$ cat src/rtl/alu_ctrl_pipe.sv
// -----------------------------------------------------------------------------
// alu_ctrl_pipe
//
// Upstream stage of the ALU result multiplexer. Each accepted op (ALUOp + funct)
// is decoded into a 4-bit ALU result selector and carried together with a
// destination tag through a registered 2-entry skid buffer (head + skid) with a
// valid/ready handshake on both sides.
//
// Selector codes: AND=0000 OR=0001 ADD=0010 SUB=0110 SLT=0111 NOR=1100.
//
// Build option:
//   ALU_CTRL_ILLEGAL_TRAP_EN  defined: an undefined R-type funct decodes to
//                             selector 0000 with out_illegal=1 for that entry,
//                             and sets err_sticky when the op is accepted.
//                             undefined: an undefined funct decodes to ADD (0010);
//                             out_illegal and err_sticky stay 0.
//
// Ports:
//   clock        in   1      single clock, rising edge
//   reset_n      in   1      asynchronous active-low reset
//   flush        in   1      synchronous clear of all buffered entries
//   in_valid     in   1      upstream offers an op
//   in_ready     out  1      stage can accept (registered, state != TWO)
//   in_aluop     in   2      00 ld/st, 01 branch, 10 R-type, 11 immediate-OR
//   in_funct     in   6      R-type funct (used only when in_aluop == 10)
//   in_tag       in   TAG_W  destination tag, passed through unchanged
//   out_valid    out  1      out_* hold a decoded op (registered, state != EMPTY)
//   out_ready    in   1      downstream consumes the head op
//   out_seletor  out  4      ALU result selector of the head op
//   out_tag      out  TAG_W  tag of the head op
//   out_illegal  out  1      head op had an undefined funct (trap build only)
//   err_sticky   out  1      set by the first accepted illegal op; reset only
// -----------------------------------------------------------------------------
module alu_ctrl_pipe #(
    parameter int TAG_W = 5
) (
    input  logic             clock,
    input  logic             reset_n,
    input  logic             flush,
    input  logic             in_valid,
    output logic             in_ready,
    input  logic [1:0]       in_aluop,
    input  logic [5:0]       in_funct,
    input  logic [TAG_W-1:0] in_tag,
    output logic             out_valid,
    input  logic             out_ready,
    output logic [3:0]       out_seletor,
    output logic [TAG_W-1:0] out_tag,
    output logic             out_illegal,
    output logic             err_sticky
);

    localparam logic [3:0] SEL_AND = 4'b0000;
    localparam logic [3:0] SEL_OR  = 4'b0001;
    localparam logic [3:0] SEL_ADD = 4'b0010;
    localparam logic [3:0] SEL_SUB = 4'b0110;
    localparam logic [3:0] SEL_SLT = 4'b0111;
    localparam logic [3:0] SEL_NOR = 4'b1100;

    typedef enum logic [1:0] {
        EMPTY = 2'd0,
        ONE   = 2'd1,
        TWO   = 2'd2
    } state_t;

    state_t             state_reg;
    logic               in_ready_reg;
    logic               out_valid_reg;
    logic [3:0]         head_sel_reg;
    logic [TAG_W-1:0]   head_tag_reg;
    logic               head_ill_reg;
    logic [3:0]         skid_sel_reg;
    logic [TAG_W-1:0]   skid_tag_reg;
    logic               skid_ill_reg;
    logic               err_sticky_reg;

    logic [3:0]         dec_sel;
    logic               dec_illegal;
    logic [3:0]         rtype_sel;
    logic               rtype_undef;
    logic               accept;
    logic               pop;

    // R-type funct table; rtype_undef flags any funct not in the table.
    always_comb begin
        rtype_sel   = SEL_ADD;
        rtype_undef = 1'b0;
        case (in_funct)
            6'b100000: rtype_sel = SEL_ADD;
            6'b100010: rtype_sel = SEL_SUB;
            6'b100100: rtype_sel = SEL_AND;
            6'b100101: rtype_sel = SEL_OR;
            6'b101010: rtype_sel = SEL_SLT;
            6'b100111: rtype_sel = SEL_NOR;
            default:   rtype_undef = 1'b1;
        endcase
    end

    always_comb begin
        dec_sel     = SEL_ADD;
        dec_illegal = 1'b0;
        case (in_aluop)
            2'b00: dec_sel = SEL_ADD;
            2'b01: dec_sel = SEL_SUB;
            2'b11: dec_sel = SEL_OR;
            default: begin
                if (rtype_undef) begin
`ifdef ALU_CTRL_ILLEGAL_TRAP_EN
                    dec_sel     = SEL_AND;
                    dec_illegal = 1'b1;
`else
                    // Undefined funct falls back to ADD; no trap indication.
                    dec_sel     = SEL_ADD;
                    dec_illegal = 1'b0;
`endif
                end else begin
                    dec_sel = rtype_sel;
                end
            end
        endcase
    end

    // in_ready/out_valid are registered copies of the state, so neither
    // handshake output has a combinational path from the opposite side.
    assign accept = in_valid & in_ready_reg;
    assign pop    = out_valid_reg & out_ready;

    always_ff @(posedge clock or negedge reset_n) begin
        if (!reset_n) begin
            state_reg      <= EMPTY;
            in_ready_reg   <= 1'b1;
            out_valid_reg  <= 1'b0;
            head_sel_reg   <= 4'b0000;
            head_tag_reg   <= '0;
            head_ill_reg   <= 1'b0;
            skid_sel_reg   <= 4'b0000;
            skid_tag_reg   <= '0;
            skid_ill_reg   <= 1'b0;
            err_sticky_reg <= 1'b0;
        end else if (flush) begin
            // Same-cycle input is dropped and same-cycle pop is void; head
            // payload keeps its last value so out_* stay don't-care-free.
            state_reg     <= EMPTY;
            in_ready_reg  <= 1'b1;
            out_valid_reg <= 1'b0;
        end else begin
            if (accept && dec_illegal) begin
                err_sticky_reg <= 1'b1;
            end
            case (state_reg)
                EMPTY: begin
                    if (accept) begin
                        head_sel_reg  <= dec_sel;
                        head_tag_reg  <= in_tag;
                        head_ill_reg  <= dec_illegal;
                        state_reg     <= ONE;
                        out_valid_reg <= 1'b1;
                        in_ready_reg  <= 1'b1;
                    end
                end
                ONE: begin
                    if (accept && !pop) begin
                        skid_sel_reg <= dec_sel;
                        skid_tag_reg <= in_tag;
                        skid_ill_reg <= dec_illegal;
                        state_reg    <= TWO;
                        in_ready_reg <= 1'b0;
                    end else if (pop && !accept) begin
                        state_reg     <= EMPTY;
                        out_valid_reg <= 1'b0;
                    end else if (pop && accept) begin
                        // Head leaves and the new op takes its place.
                        head_sel_reg <= dec_sel;
                        head_tag_reg <= in_tag;
                        head_ill_reg <= dec_illegal;
                    end
                end
                TWO: begin
                    if (pop) begin
                        head_sel_reg <= skid_sel_reg;
                        head_tag_reg <= skid_tag_reg;
                        head_ill_reg <= skid_ill_reg;
                        state_reg    <= ONE;
                        in_ready_reg <= 1'b1;
                    end
                end
                default: begin
                    state_reg     <= EMPTY;
                    in_ready_reg  <= 1'b1;
                    out_valid_reg <= 1'b0;
                end
            endcase
        end
    end

    assign in_ready    = in_ready_reg;
    assign out_valid   = out_valid_reg;
    assign out_seletor = head_sel_reg;
    assign out_tag     = head_tag_reg;
    assign out_illegal = head_ill_reg;
    assign err_sticky  = err_sticky_reg;

endmodule

$ cat config.mk
export PLATFORM = sky130hd
export DESIGN_NAME = alu_ctrl_pipe
export DESIGN_NICKNAME = d
export VERILOG_FILES = /design/src/rtl/alu_ctrl_pipe.sv
export SDC_FILE = /design/constraint.sdc
export NUM_CORES = 1
export LEC_CHECK = 0
export BUFFER_PORTS_ARGS = -buffer_cell sky130_fd_sc_hd__buf_2
export CAP_MARGIN = 20
export CORE_UTILIZATION = 35
export CTS_BUF_LIST = sky130_fd_sc_hd__clkbuf_8
export DETAILED_ROUTE_END_ITERATION = 12
export GPL_TIMING_DRIVEN = 0
export PLACE_DENSITY = 0.63
export SLEW_MARGIN = 20
export SYNTH_ARGS = -nofsm -noshare
export SYNTH_HDL_FRONTEND = slang
export SYNTH_SLANG_ARGS = --single-unit
$ cat constraint.sdc
create_clock -name clock -period 3.35 [get_ports clock]
set_clock_uncertainty 0.05 [all_clocks]
set_input_delay 0.1675 -clock clock [delete_from_list [all_inputs] [get_ports clock]]
set_output_delay 0.1675 -clock clock [all_outputs]
set_load 0.05 [all_outputs]
Yosys cells after proc, flatten, opt, wreduce, memory -nomap -nowiden

Index checks and enable logic that the tools add are counted.

Bitwise gates (word level): 3
Equality and inequality tests: 22
Divide/modulo/power cells: 0
Multipliers: 0
Shifts and indexed selects: 0
Reduce and logical (&&, ||, !) cells: 14
Order comparisons: 0
Mux-type cells: 36
Add/subtract/negate cells: 0

Operator list:

| cell                 | count |
|---|---|
| $eq A6 B6 Y1 const B | 6 |
| $mux W5              | 5 |
| $mux W4              | 6 |
| $pmux W4 S3          | 2 |
| $pmux W4 S5          | 1 |
| $ne A3 B3 Y1 const B | 5 |
| $pmux W5 S3          | 1 |
| $mux W1              | 12 |
| $ne A2 B2 Y1 const B | 6 |
| $mux W2              | 5 |
| $pmux W1 S3          | 3 |
| $reduce_and A3 Y1    | 3 |
| $reduce_and A7 Y1    | 1 |
| $pmux W2 S3          | 1 |
| $reduce_or A6 Y1     | 1 |
| $eq A2 B1 Y1 const B | 2 |
| $eq A2 B2 Y1 const B | 2 |
| $logic_not A2 Y1     | 2 |
| $ne A4 B4 Y1 const B | 1 |
| $reduce_and A4 Y1    | 1 |
| $logic_and A1 B1 Y1  | 3 |
| $reduce_bool A3 Y1   | 1 |
| $and A1 B1 Y1        | 2 |
| $logic_not A1 Y1     | 2 |
| $not A1 Y1           | 1 |

RAM bits: 0
Word-level logic and storage cells: 83
Latch bits: 0
ROM bits: 0
Output and inout port bits: 13
Register bits after elaboration: 23
Memories kept: 0

Longest topological paths before layout

Gate-level depths: netlist (run 1).

Depth in word-level cells: 8
Mapped depth: 6
Depth with buffers taken out: 4

Least setup slack after synthesis (run 1)

Ideal clock, no wire load.

Path kind: register to register
From: reg in_ready_reg (netlist: in_ready)
To: reg head_sel_reg[0] (netlist: out_seletor[0])
Setup time: 125 ps
Clock period less this slack: 2,060 ps
Stages on the path, launching flop included: 5
Arrival time: 1,885 ps
Setup slack: 1,290 ps
Cells stage by stage: dfstp_2 -> nand2_1 -> or3_4 -> a31oi_4 -> mux2_2

Word-level cells in the longest chain between the ends: 5
Elaborated cells on any way between the ends: 10
Those cells by class: eq/ne: 4; bitwise: 1; reduce/logical: 5

RTL lines:

| element                              | line | source |
|---|---|---|
| start, declared                      | 67   | `logic in_ready_reg;` |
| start signal, assigned               | 131  | `in_ready_reg <= 1'b1;` |
| start signal, assigned               | 144  | `in_ready_reg <= 1'b1;` |
| start signal, assigned               | 158  | `in_ready_reg <= 1'b1;` |
| $and A1 B1 Y1 *                      | 125  | `assign accept = in_valid & in_ready_reg;` |
| $logic_not A1 Y1                     | 168  | `end else if (pop && !accept) begin` |
| $logic_and A1 B1 Y1                  | 168  |  |
| $ne A2 B2 Y1 (no source line)        | --   |  |
| $reduce_and A7 Y1 (no source line) * | --   |  |
| end signal, assigned                 | 153  | `head_sel_reg <= dec_sel;` |
| end signal, assigned                 | 173  | `head_sel_reg <= dec_sel;` |
| end signal, assigned                 | 180  | `head_sel_reg <= skid_sel_reg;` |
| end, declared                        | 69   | `logic [3:0] head_sel_reg;` |

Every way passes the cells marked *; elsewhere a longest branch is shown, timed or not.
A chain may end at the register's enable or synchronous reset.

Final worst setup path (run 1)

Same ends and word-level chain as after synthesis.

==> flow_metrics.tcl, run 1 <==
set metrics [dict create \
    status "complete, no violations" \
    vias 904 \
    ir_drop_mv 0.451 \
    ff2ff_path_depth 4 \
    antennaDiodeCount 0 \
    ys_seq_area_share_pct 47.1 \
    crit_family "flip-flops" \
    fin_crit_sh_pct 60.2 \
    drv_slew 0 \
    setup_viol 0 \
    fp-row-count 20 \
    portBuffers 28 \
    rrSetupSlack_ns 1.33 \
    endpoint "out_seletor[0]$_DFFE_PN0P_" \
    grt_max_degree 23 \
    cp-end-kind "register" \
    path_depth 4 \
    syn_area_um2 1170 \
    drc_errors 0 \
    gp_congestion 0.794 \
    syn-mean-instance-area_um2 11.5 \
    finalCriticalPeriod_ns 2.02 \
    r2r-start "in_ready$_DFFE_PN1P_" \
    worst_pin_slew_ns 0.571 \
    crit_start "in_ready$_DFFE_PN1P_" \
    relSlewSlack_pct 61.9 \
    p_per_area_nw_per_um2 751 \
    utilization_pct 46.8 \
    timing_hold_violations_final 0 \
    die_w_um 59.9 \
    maxCapViolations 0 \
    yosys.area.top_type_share_pct 44.8 \
    synth_cells 102 \
    ys.flop_type "dfrtp_1" \
    wl_um 2230 \
    dieHeight_um 59.9 \
    dpl_cell_area_um2 1370 \
    path_clk_slew_ns 0.08 \
    path_cells "nand2_1 > or3_4 > a31oi_4 > mux2_2" \
    cts_root_buf "clkbuf_8" \
    hold_ws_ns 0.0917 \
    syn_to_final_growth_pct 23.9 \
    core_um2 3100 \
    path_class "register to register" \
    yosysTopAreaCell "dfrtp_1" \
    ys_top_cells_by_count "mux2_2, dfrtp_1, nand2_1" \
    max_freq_mhz 496 \
    grt_use_total_pct 15.3 \
    grt_pass1_vias 922 \
    min-delay-path-class "primary input to register" \
    final_area_um2 1450 \
    cts_tree "built" \
    regArea_um2 552 \
    ios 31 \
    grt_pass1_wl_um 4050 \
    antenna_found_initial 0 \
    grt_overflow_total 0 \
    synth.distinct_cells 33 \
    critical_path_arrival_ns 2.12 \
    drive_gt1_share_pct 47.8 \
    initial_core_util_pct 37.8 \
    synthMostInstantiatedCell "mux2_2" \
    crit_fanout 9 \
    synth.area.top_cells "dfrtp_1, mux2_2, dfstp_2" \
    setup_tns_ns 0 \
    clockBufferDepth 2 \
    wl_per_cell_um 12.4 \
    dr.pass1.iters 4 \
    ys_ff_latch 22 \
    cpPeakStageDelay_ns 0.57 \
    cts_resized 0 \
    drt_iter0_markers 20 \
    slowest_stage "dfstp_2" \
    synth_warnings 0 \
    via_per_inst 5.02 \
    multiInputGateArea_um2 589 \
    dp_hpwl_um 1720 \
    cts_buffers 3 \
    crit_required_ns 3.46 \
    critPathLaunchType "register" \
    rsz0062_at_grt "no" \
    p_leak_nw 0.658 \
    die_area_um2 3590 \
    cts.htree.levels 1 \
    final_nets 155 \
    clock_latency_ns 0.26 \
    synthArstFlopShare_pct 100 \
    r2r-end "out_seletor[0]$_DFFE_PN0P_" \
    path_buf_inv 0 \
    synth-edff-count 0 \
    fill_cells 316 \
    cts_sinks 22 \
    ant_nets 0 \
    power_mw 1.09 \
]
-- cells in the final DEF (no fill, tap or decap), types with 2 or more instances in the layout --
cell type / Yosys / routed
dfrtp_1: 21 / 21
clkbuf_8: 0 / 3
nor4bb_1: 2 / 2
inv_1: 3 / 3
nor2b_1: 2 / 2
buf_2: 0 / 28
nor2_1: 5 / 5
or2_2: 3 / 3
nand2b_1: 3 / 3
a21oi_1: 5 / 5
a31oi_1: 4 / 4
nand2_1: 6 / 6
conb_1: 1 / 2
buf_4: 2 / 2
a41oi_1: 2 / 2
nand3b_1: 3 / 3
mux2_2: 22 / 22
-- kinds of logic (layout without fill, tap and decap cells) --
| family | count (synthesis) | after routing | synth area share [%] |
|---|---|---|---|
| flip-flops | 22 | 22 | 47.1 |
| AND/OR/NAND/NOR | 31 | 31 | 16.2 |
| buffers and inverters | 7 | 40 | 2.99 |
| AO/OA/AOI/OAI | 19 | 19 | 12.3 |
| other | 1 | 2 | 0.320 |
| multiplexers | 22 | 22 | 21.1 |
-- layout make-up --
| cell class | count | share of cell area [%] |
|---|---|---|
| multi-input combinational | 74 | 40.6 |
| sequential | 22 | 38.0 |
| timing repair buffer | 29 | 10.3 |
| tap | 44 | 3.79 |
| clock buffer | 3 | 2.84 |
| clock inverter | 1 | 2.07 |
| buffer | 4 | 1.64 |
| inverter | 3 | 0.775 |
-- per-layer routing --
layer  global-route usage [%]  share of wire (%)  up-vias
met3                     5.19                6.5        3
met5                        0                  0        -
li1                         -                  -      436
met4                     3.99               0.72        0
met2                     27.1                 50       24
met1                     17.5                 42      441
-- where the power goes --
group	switching, mW	leakage (nW)	internal, mW	total, mW
clock network	0.0856	0.0357	0.160	0.245
logic	0.276	0.354	0.149	0.425
registers	0.0538	0.269	0.366	0.420
-- worst register-to-register path, cell delays in order (launching register included) --
cell and delay, ns:
dfstp_2 0.57, nand2_1 0.14, or3_4 0.37, a31oi_4 0.39, mux2_2 0.39
-- worst min-delay path by stage --
| stage | start | endpoint | slack (ns) | depth (start not counted) |
|---|---|---|---|---|
| floorplan | reset_n | out_seletor[0]$_DFFE_PN0P_ | -0.18 | 0 |
| global placement | reset_n | out_valid$_DFFE_PN0P_ | 0.10 | 1 |
| detailed placement | reset_n | out_seletor[2]$_DFFE_PN0P_ | 0.11 | 1 |
| CTS | flush | state_reg[0]$_DFFE_PN0P_ | 0.08 | 2 |
| global route | flush | out_valid$_DFFE_PN0P_ | 0.09 | 2 |
| finish | flush | state_reg[0]$_DFFE_PN0P_ | 0.09 | 2 |
-- through the flow --
step	setup WS (ns)	instances
finish	1.33	180
global route	1.24	180
CTS	1.33	180
detailed placement	1.33	175
global placement	1.38	175
floorplan	1.29	103
-- repair_timing --
item                                    in CTS  in global routing
hold endpoints to repair                    21                  0
hold buffers                                 1                  0
setup buffers                                0                  0
endpoints found under the setup margin       0                  0
Note: power is estimated with default switching activity, not from simulation.
==> run 2, diff against run 1 <==
- ABC_AREA: unset -> 1
- PLACE_DENSITY: 0.63 -> 0.65
- clock period: 3.35 -> 1.7 ns (I/O delays scaled with it)
==> run 2 against run 1 <==
Net effect:
- sequential power up 100%
- via count up 19%
- area after synthesis down 2.1%
- critical path depth up 2
- flip-flop and latch count unchanged
- utilization up 1.2 points
- clock power up 100%
- design area up 1.7%
- synthesized cell count up 52%
- register-to-register slack worse by 1.1 ns
- critical path type unchanged
==> flow_metrics.tcl, run 2 <==
set metrics [dict create \
    cts.htree.levels 1 \
    crit_required_ns 1.84 \
    maxCapViolations 0 \
    critPathLaunchType "register" \
    path_class "register to register" \
    via_per_inst 4.52 \
    critical_path_arrival_ns 1.58 \
    cts_root_buf "clkbuf_8" \
    ff2ff_path_depth 6 \
    grt_max_degree 23 \
    synth_warnings 0 \
    wl_per_cell_um 10.4 \
    worst_pin_slew_ns 0.511 \
    p_per_area_nw_per_um2 1600 \
    final_nets 213 \
    synthMostInstantiatedCell "nand2_1" \
    endpoint "skid_sel_reg[1]$_DFFE_PN0P_" \
    portBuffers 28 \
    crit_fanout 10 \
    rsz0062_at_grt "no" \
    clock_latency_ns 0.27 \
    clockBufferDepth 2 \
    post_cts_buffers 0 \
    worst_slack_ns 0.254 \
    syn-mean-instance-area_um2 7.40 \
    synth.area.top_cells "dfrtp_1, nand2_1, nor2_1" \
    r2r-end "skid_sel_reg[1]$_DFFE_PN0P_" \
    ys.flop_type "dfrtp_1" \
    initial_core_util_pct 37.3 \
    core_um2 3080 \
    multiInputGateArea_um2 514 \
    setup_viol 0 \
    fp-row-count 20 \
    dp_slack_ns 0.269 \
    final_cell_mix "nand2_1, nor2_1, buf_2, dfrtp_1, inv_1" \
    cts_sinks 22 \
    regArea_um2 552 \
    grt_use_total_pct 15.8 \
    drv_slew 0 \
    ios 31 \
    status "complete, no violations" \
    drc_errors 0 \
    ant_nets 0 \
    wl_um 2470 \
    cts_tree "built" \
    finalCriticalPeriod_ns 1.45 \
    die_area_um2 3510 \
    crit_start "in_ready$_DFFE_PN1P_" \
    rrSetupSlack_ns 0.25 \
    r2r-start "in_ready$_DFFE_PN1P_" \
    drt_iter0_markers 36 \
    ys_ff_latch 22 \
    dp_hpwl_um 1710 \
    path_clk_slew_ns 0.09 \
    relSlewSlack_pct 65.9 \
    timing_hold_violations_final 0 \
    grt_pass1_vias 974 \
    grt_pass1_wl_um 4140 \
    ys_top_cells_by_count "nand2_1, nor2_1, dfrtp_1" \
    hold_ws_ns 0.0139 \
    cp-end-kind "register" \
    setup_tns_ns 0 \
    min-delay-path-class "primary input to register" \
    synth.distinct_cells 24 \
    ys_seq_area_share_pct 48.1 \
    path_cells "nand2_1 > nor2_1 > nand2_1 > inv_2 > nor2_1 > a31oi_1" \
    yosysTopAreaCell "dfrtp_1" \
    antenna_found_initial 0 \
    slowest_stage "dfstp_2" \
    synthArstFlopShare_pct 100 \
    syn_area_um2 1150 \
    synth-edff-count 0 \
    antennaDiodeCount 0 \
    syn_to_final_growth_pct 28.8 \
    p_leak_nw 0.826 \
    fin_crit_sh_pct 85.1 \
    final_common_cell "nand2_1" \
    vias 1076 \
    grt_overflow_total 0 \
    ir_drop_mv 0.547 \
    synth_cells 155 \
    dieHeight_um 59.3 \
    fill_cells 332 \
    gp_congestion 0.791 \
    yosys.area.top_type_share_pct 45.8 \
    max_freq_mhz 691 \
    drive_gt1_share_pct 23.7 \
    die_w_um 59.3 \
    cpPeakStageDelay_ns 0.54 \
    dr.pass1.iters 4 \
    cts_buffers 3 \
]
[run 2: cell types whose count changed in the layout (fill, tap and decap cells not counted), sizes merged, moves of 4 or more]
cell,previous run,this run
a21oi,5,1
dlygate4sd3,1,6
inv,3,13
mux2,22,0
nand2,7,57
nand2b,4,0
nand3,1,7
nor2,5,31
o21ai,1,5
o31ai,1,5
[run 2: final cells by class]
cell class,instances,area share [%]
inverter,13,3.30
multi-input combinational,116,34.8
clock inverter,1,2.03
tap,44,3.73
timing repair buffer,34,13.5
sequential,22,37.3
clock buffer,3,2.79
buffer,5,2.46
[run 2: how the worst min path moves through the flow]
stage                     depth (start not counted)                          end         from
after floorplan                                   0   out_seletor[0]$_DFFE_PN0P_      reset_n
after global placement                            1       out_tag[2]$_DFFE_PN0P_      reset_n
after detailed placement                          1       out_tag[2]$_DFFE_PN0P_      reset_n
after CTS                                         2  skid_sel_reg[1]$_DFFE_PN0P_  in_aluop[1]
after global routing                              2  skid_sel_reg[1]$_DFFE_PN0P_  in_aluop[1]
final                                             2  skid_sel_reg[1]$_DFFE_PN0P_  in_aluop[1]
[run 2: worst max-delay path: cells and delay by family, from the launching register on]
| family | cells | cell delay [ns] |
|---|---|---|
| and+or+nand+nor | 4 | 0.44 |
| buffers and inverters | 1 | 0.18 |
| AOI/OAI and AO/OA | 1 | 0.15 |
| DFF | 1 | 0.54 |
[run 2: routing by layer]
| layer | wire length [um] | up-vias | global-route usage, % |
|---|---|---|---|
| li1 | - | 559 | - |
| met1 | 1250 | 486 | 21.5 |
| met2 | 1090 | 25 | 24.4 |
| met3 | 69 | 6 | 1.97 |
| met4 | 60 | 0 | 8.50 |
| met5 | 0 | - | 0 |
[run 2: cells by family (layout without fill, tap and decap cells)]
group | after synthesis | after routing | share of synthesized area [%]
AO/OA/AOI/OAI | 16 | 16 | 9.71
buffers and inverters | 18 | 56 | 7.42
flip-flops | 22 | 22 | 48.1
other | 1 | 2 | 0.327
AND/OR/NAND/NOR | 98 | 98 | 34.5
[run 2: stage by stage]
stage	cells	util [%]	power, mW	area (um2)
global route	238	48.0	2.52	1480
global placement	228	43.7	1.87	1350
finish	238	48.0	2.37	1480
CTS	238	48.0	2.39	1480
floorplan	156	-	1.64	1150
detailed placement	228	43.7	1.88	1350
[run 2: power breakdown]
part | switching (mW) | internal [mW]
registers | 0.114 | 0.737
clock network | 0.181 | 0.315
logic | 0.741 | 0.279
total | 1.04 | 1.33
[run 2: repair_timing]
action	4_1_cts	5_1_grt
hold endpoints to repair	26	0
hold buffers	6	0
gates resized for setup	0	0
